[src/rtl/interp_fir_x2.sv]
// 2x polyphase interpolating FIR, audio output path.
// One sample in, two samples out (phase 0 then phase 1).
// A single multiplier is time-shared by a five-state FSM,
// with one tap processed per cycle.

// Saturate a wide signed accumulator value down to W bits.
module interp_fir_x2_sat #(
   parameter int W     = 32,
   parameter int ACC_W = 42
) (
   input  logic signed [ACC_W-1:0] x_i,
   output logic signed [W-1:0]     y_o
);

   logic [ACC_W-W:0] upper;
   logic             fits;

   assign upper = x_i[ACC_W-1:W-1];

   // The value fits when every bit above the W-bit sign bit matches that sign bit.
   always_comb begin
      fits = (&upper) | (~|upper);
      if (fits)
         y_o = x_i[W-1:0];
      else if (x_i[ACC_W-1])
         y_o = {1'b1, {(W-1){1'b0}}};
      else
         y_o = {1'b0, {(W-1){1'b1}}};
   end

endmodule

// Coefficient ROM. It is indexed by tap number 2k+p.
// The centre taps (157) need one bit more than H signed bits, so the ROM is H+1 bits wide.
module interp_fir_x2_coef #(
   parameter int CW = 9
) (
   input  logic [2:0]           idx_i,
   output logic signed [CW-1:0] c_o
);

   // 8-tap symmetric lowpass. Each polyphase half sums to 128.
   always_comb begin
      case (idx_i)
         3'd0:    c_o = CW'(-2);
         3'd1:    c_o = CW'(8);
         3'd2:    c_o = CW'(-35);
         3'd3:    c_o = CW'(157);
         3'd4:    c_o = CW'(157);
         3'd5:    c_o = CW'(-35);
         3'd6:    c_o = CW'(8);
         default: c_o = CW'(-2);
      endcase
   end

endmodule

module interp_fir_x2 #(
   parameter int W = 32,
   parameter int H = 8
) (
   input  logic                clock,
   input  logic                reset_n,
   input  logic                in_valid,
   output logic                in_ready,
   input  logic signed [W-1:0] Xin,
   output logic                out_valid,
   input  logic                out_ready,
   output logic signed [W-1:0] Y
);

   localparam int NTAP  = 4;
   localparam int CW    = H + 1;
   localparam int PW    = W + CW;
   localparam int ACC_W = W + H + 2;

   localparam logic [2:0] S_IDLE = 3'd0;
   localparam logic [2:0] S_MAC0 = 3'd1;
   localparam logic [2:0] S_OUT0 = 3'd2;
   localparam logic [2:0] S_MAC1 = 3'd3;
   localparam logic [2:0] S_OUT1 = 3'd4;

   logic [2:0]                   state_q, state_d;
   logic [1:0]                   k_q, k_d;
   logic signed [ACC_W-1:0]      acc_q, acc_d;
   logic [NTAP-1:0][W-1:0]       d_q, d_d;
   logic signed [W-1:0]          y_q, y_d;
   logic                         ov_q, ov_d;

   logic                         phase;
   logic signed [CW-1:0]         coef;
   logic [W-1:0]                 d_sel;
   logic signed [PW-1:0]         d_ext, c_ext, prod;
   logic signed [ACC_W-1:0]      acc_sum, shifted;
   logic signed [W-1:0]          sat_val;
   logic                         last_tap;

   // The odd polyphase branch is used only while the FSM is in MAC1.
   assign phase    = (state_q == S_MAC1);
   assign last_tap = (k_q == 2'd3);
   assign d_sel    = d_q[k_q];

   interp_fir_x2_coef #(.CW(CW)) u_coef (
      .idx_i ({k_q, phase}),
      .c_o   (coef)
   );

   // Both multiplier operands are widened to the product width first, so the multiply is full precision.
   assign d_ext   = {{CW{d_sel[W-1]}}, d_sel};
   assign c_ext   = {{W{coef[CW-1]}}, coef};
   assign prod    = d_ext * c_ext;
   assign acc_sum = acc_q + {{(ACC_W-PW){prod[PW-1]}}, prod};

   // The arithmetic shift floors toward -inf. The final tap result goes straight to the saturator.
   assign shifted = acc_sum >>> (H - 1);

   interp_fir_x2_sat #(.W(W), .ACC_W(ACC_W)) u_sat (
      .x_i (shifted),
      .y_o (sat_val)
   );

   // Next-state logic for the FSM, the MAC datapath, the delay line and the output register.
   always_comb begin
      state_d = state_q;
      k_d     = k_q;
      acc_d   = acc_q;
      d_d     = d_q;
      y_d     = y_q;
      ov_d    = ov_q;
      case (state_q)
         S_IDLE: begin
            if (in_valid) begin
               d_d     = {d_q[NTAP-2:0], Xin};
               acc_d   = '0;
               k_d     = '0;
               state_d = S_MAC0;
            end
         end
         S_MAC0, S_MAC1: begin
            acc_d = acc_sum;
            k_d   = k_q + 2'd1;
            if (last_tap) begin
               y_d     = sat_val;
               ov_d    = 1'b1;
               state_d = (state_q == S_MAC0) ? S_OUT0 : S_OUT1;
            end
         end
         S_OUT0: begin
            if (ov_q && out_ready) begin
               ov_d    = 1'b0;
               acc_d   = '0;
               k_d     = '0;
               state_d = S_MAC1;
            end
         end
         S_OUT1: begin
            if (ov_q && out_ready) begin
               ov_d    = 1'b0;
               state_d = S_IDLE;
            end
         end
         default: begin
            state_d = S_IDLE;
            ov_d    = 1'b0;
         end
      endcase
   end

   // State registers. Reset discards any partial result.
   always_ff @(posedge clock or negedge reset_n) begin
      if (!reset_n) begin
         state_q <= S_IDLE;
         k_q     <= '0;
         acc_q   <= '0;
         d_q     <= '0;
         y_q     <= '0;
         ov_q    <= 1'b0;
      end else begin
         state_q <= state_d;
         k_q     <= k_d;
         acc_q   <= acc_d;
         d_q     <= d_d;
         y_q     <= y_d;
         ov_q    <= ov_d;
      end
   end

   assign in_ready  = (state_q == S_IDLE);
   assign out_valid = ov_q;
   assign Y         = y_q;

endmodule

[config.mk]
export PLATFORM = sky130hd
export DESIGN_NAME = interp_fir_x2
export DESIGN_NICKNAME = d
export VERILOG_FILES = /design/src/rtl/interp_fir_x2.sv
export SDC_FILE = /design/constraint.sdc
export NUM_CORES = 1
export LEC_CHECK = 0
export BUFFER_PORTS_ARGS = -buffer_cell sky130_fd_sc_hd__clkbuf_2
export CAP_MARGIN = 25
export CORE_AREA = 2 2 189 191
export DETAILED_ROUTE_END_ITERATION = 6
export DIE_AREA = 0 0 191 193
export PLACE_DENSITY = 0.74
export SLEW_MARGIN = 15
export SYNTH_ARGS = -nofsm -noshare
export SYNTH_HDL_FRONTEND = slang
export SYNTH_SLANG_ARGS = --single-unit
[constraint.sdc]
create_clock -name clock -period 9.6 [get_ports clock]
set_input_delay 1.92 -clock clock [delete_from_list [all_inputs] [get_ports clock]]
set_output_delay 1.92 -clock clock [all_outputs]
set_load 0.02 [all_outputs]
==> impl_results.md <==
* TritonCTS clock tree: done
* Fill cell count at 2809
* Final WL at 44.2 mm
* Share of layout cells above drive strength 1 at 17.9%
* Hold Path End: acc_q[6]
* Core ar. at 35000 µm²
* Final setup violation count at 0
* Multi-input logic area at 13800 µm²
* R2R cell count at 29
* Via count at 14300
* Top Ports at 70
* Post-synth EDFFs at 0
* Crit path largest cell delay at 0.58 ns
* WL/cell at 18.1 µm
* Reg clk slew, reported paths at 0.06 ns
* Net Count, Synth at 2303
* Die area at 36900 µm²
* Worst setup SP type: register
* Max-cap violations at 0
* Status: finished, final reports clean
* Clk sink count at 208
* R2r startpoint: k_q[1]
* Cells after Synth at 1902
* Grt ovf at 0
* Layout Nets at 2368
* Mean Syn Cell Area at 10.5 µm²
* Layout area overhead at 10.4%
* Critical Path AT at 9.56 ns
* Post-Syn Area at 19900 µm²
* Slew headroom at 27.2%
* Initial antenna violation count at 0
* Register area at 5210 µm²
* F_max at 0.109 GHz
* Fin. Hold Viols at 0
* First-pass GRT wire length at 72.6 mm
* Via density at 5.83
* Drt pass-1 iters at 5
* Ys async rst share at 100%
* RR Endpoint: Y[21]
* Hold Startpoint: acc_q[6]
* CP Data Required Time at 10.01 ns
* Initial DRC count at 836
* CTS Buffer Depth at 3
* Remaining antenna violation count at 0
* Hold-fix buffers, CTS at 0
* Starting Density at 57.0%
* Crit path capture type: register
* PortBufs at 69
* Layout Skew at 0.0161 ns
* Min cycle time layout at 9.15 ns
* Worst setup startpoint: k_q[1]
* Root Driver: clkbuf_16
* Placed wire-length estimate at 34.9 mm
* Distinct cells, synth at 73
* Max FO, Critical Path at 31
* Top_reg_cell synth: dfrtp_1
* Synth warn at 0
* Vias in the first global route at 14700
* Setup CP Type: reg2reg
* Flop-to-flop setup slack at 0.45 ns
* Hold Slack at 0.488 ns
* # rows at 69
* #FFs+latches synth at 208
* Die Y at 193 µm
* Slew @ Worst Pin at 1.06 ns
* Die W at 191 µm
* Aggregate global-route resource usage at 24.5%
* CTS buffer count at 25
* WHS Path Cells at 2
* Final TNS setup at 0 ns
* Period Utilization, post-route at 95.3%
* Pre-CTS setup slack at -0.0586 ns
* # DRC at 0
* CP max stage cell: fa_1
* Largest net degree at the start of global routing at 82
* Final worst slack at 0.449 ns
* Seq/Total Area, Yosys at 26.1%
* Worst min path class: reg2reg
* CTS H-tree depth at 1
* Final GP Congestion at 0.914
* Worst path most repeated cell: fa_1
* Diodes inserted at 0
* Slew Viols, Final at 0
* Worst-Skew Late Latency at 0.56 ns
## stage by stage
stage | instance area [µm²] | instances | util (%)
after global placement | 20900 | 2394 | 59.8
after global routing | 22000 | 2447 | 63.0
after CTS | 21800 | 2440 | 62.4
final | 22000 | 2447 | 63.0
after detailed placement | 20900 | 2394 | 59.8
after floorplan | 19900 | 1902 | -
## worst max-delay path by stage
stage                     endpoint  cells past startpoint
after CTS                    Y[21]                     29
after floorplan              Y[10]                     32
after global placement        Y[2]                     29
final                        Y[21]                     29
after global routing          Y[7]                     30
after detailed placement     Y[21]                     31
## cell families (layout without fill, tap and decap cells)
family                   Yosys count  after routing  synth area share, %
buffers and inverters            293            377                 5.61
AO/OA/AOI/OAI                    376            376                 12.4
AND/OR/NAND/NOR                  429            429                 10.3
flip-flops                       208            208                 26.1
XOR/XNOR                          70             70                 3.14
multiplexers                     161            161                 10.9
adder cells (fa/ha/maj)          365            365                 31.5
## critical path, delay by kind of cell, from the launching register on
| family | cells | cell delay [ns] |
|---|---|---|
| flip-flops | 1 | 0.52 |
| AO/OA/AOI/OAI | 11 | 2.58 |
| AND/OR/NAND/NOR | 7 | 1.67 |
| XOR/XNOR | 1 | 0.22 |
| buffers and inverters | 2 | 0.60 |
| adder cells (fa/ha/maj) | 7 | 2.94 |
| multiplexers | 1 | 0.44 |
## synthesized netlist by cell type (all sizes together), types with 3 or more instances
cell	n	area, µm²
o21ai	91	459
a22o	32	280
and3	5	31.3
nand3	20	100
nand2	125	469
o41ai	3	33.8
nand4	15	93.8
ha	136	1700
nor2	126	473
mux2	128	1440
nor3	18	95.1
a41oi	3	33.8
o21bai	11	82.6
a32o	5	50.1
a31oi	11	68.8
a2111oi	5	46.3
xnor2	50	438
or4	3	22.5
dfrtp	208	5200
a311oi	4	47.6
o22ai	34	213
nor2b	13	81.3
buf	11	60.1
mux4	32	721
or3	7	43.8
or2	11	68.8
fa	229	4580
inv	219	822
o21a	9	67.6
and2	46	288
o211a	3	30.0
o211ai	14	105
nand2b	19	119
xor2	19	166
nand3b	5	37.5
a211o	4	35.0
clkbuf	63	236
o31ai	4	30.0
a21boi	4	30.0
a21oi	85	425
o2111ai	3	26.3
a21o	25	188
a211oi	15	113
nor4b	4	35.0
## layout by cell type, fill, tap and decap left out, types with 5 or more instances in the layout
master     count
o22ai_1       34
o21bai_1      10
xor2_1        18
mux4_2        32
a211oi_2       5
nor2b_1       12
and2_1        44
nor2_1       126
a31oi_1       10
inv_1        219
a211oi_1      10
buf_4         36
a32o_1         5
or3_1          7
a21oi_1       82
o21a_1         9
nand4_1       15
o21ai_1        6
o211ai_1      14
o21ai_0       82
nor3_1        17
clkbuf_8       7
or2_2         11
a21o_1        25
nand2_1      125
fa_1         229
nand3b_1       5
ha_1         136
nand2b_1      19
dfrtp_1      207
xnor2_1       49
a22o_1        32
clkbuf_2      68
nand3_1       20
mux2_2       128
and3_1         5
clkbuf_16     25
## cell type report
type / count / area share, %
Multi-Input combinational cell: 1401 / 62.6
Sequential cell: 208 / 23.6
Inverter: 219 / 3.73
Timing Repair Buffer: 112 / 3.35
Clock buffer: 34 / 3.27
Tap cell: 461 / 2.62
Clock inverter: 12 / 0.773
## registers in the layout, summed over array words and instances, names as in the netlist
| signal | cells |
|---|---|
| Y | 32 |
| acc_q | 42 |
| d_q | 128 |
| k_q | 2 |
| out_valid | 1 |
| state_q | 3 |
## what timing repair did
action,in CTS,in global routing
resized for setup,4,30
buffers inserted,0,5
endpoints found under the setup margin,31,32
endpoints found under the hold margin,0,0
pin swaps,0,2
## layer usage
metal | part of all wire (%) | vias to the layer above | track usage (%)
li1 | - | 6687 | -
met1 | 42 | 7239 | 31.3
met2 | 52 | 280 | 44.8
met3 | 3.8 | 71 | 2.62
met4 | 2.2 | 0 | 6.29
met5 | 0 | - | 0
Power is not shown: default switching activity piles up to over one toggle a cycle in this logic, so the estimate is an artifact.
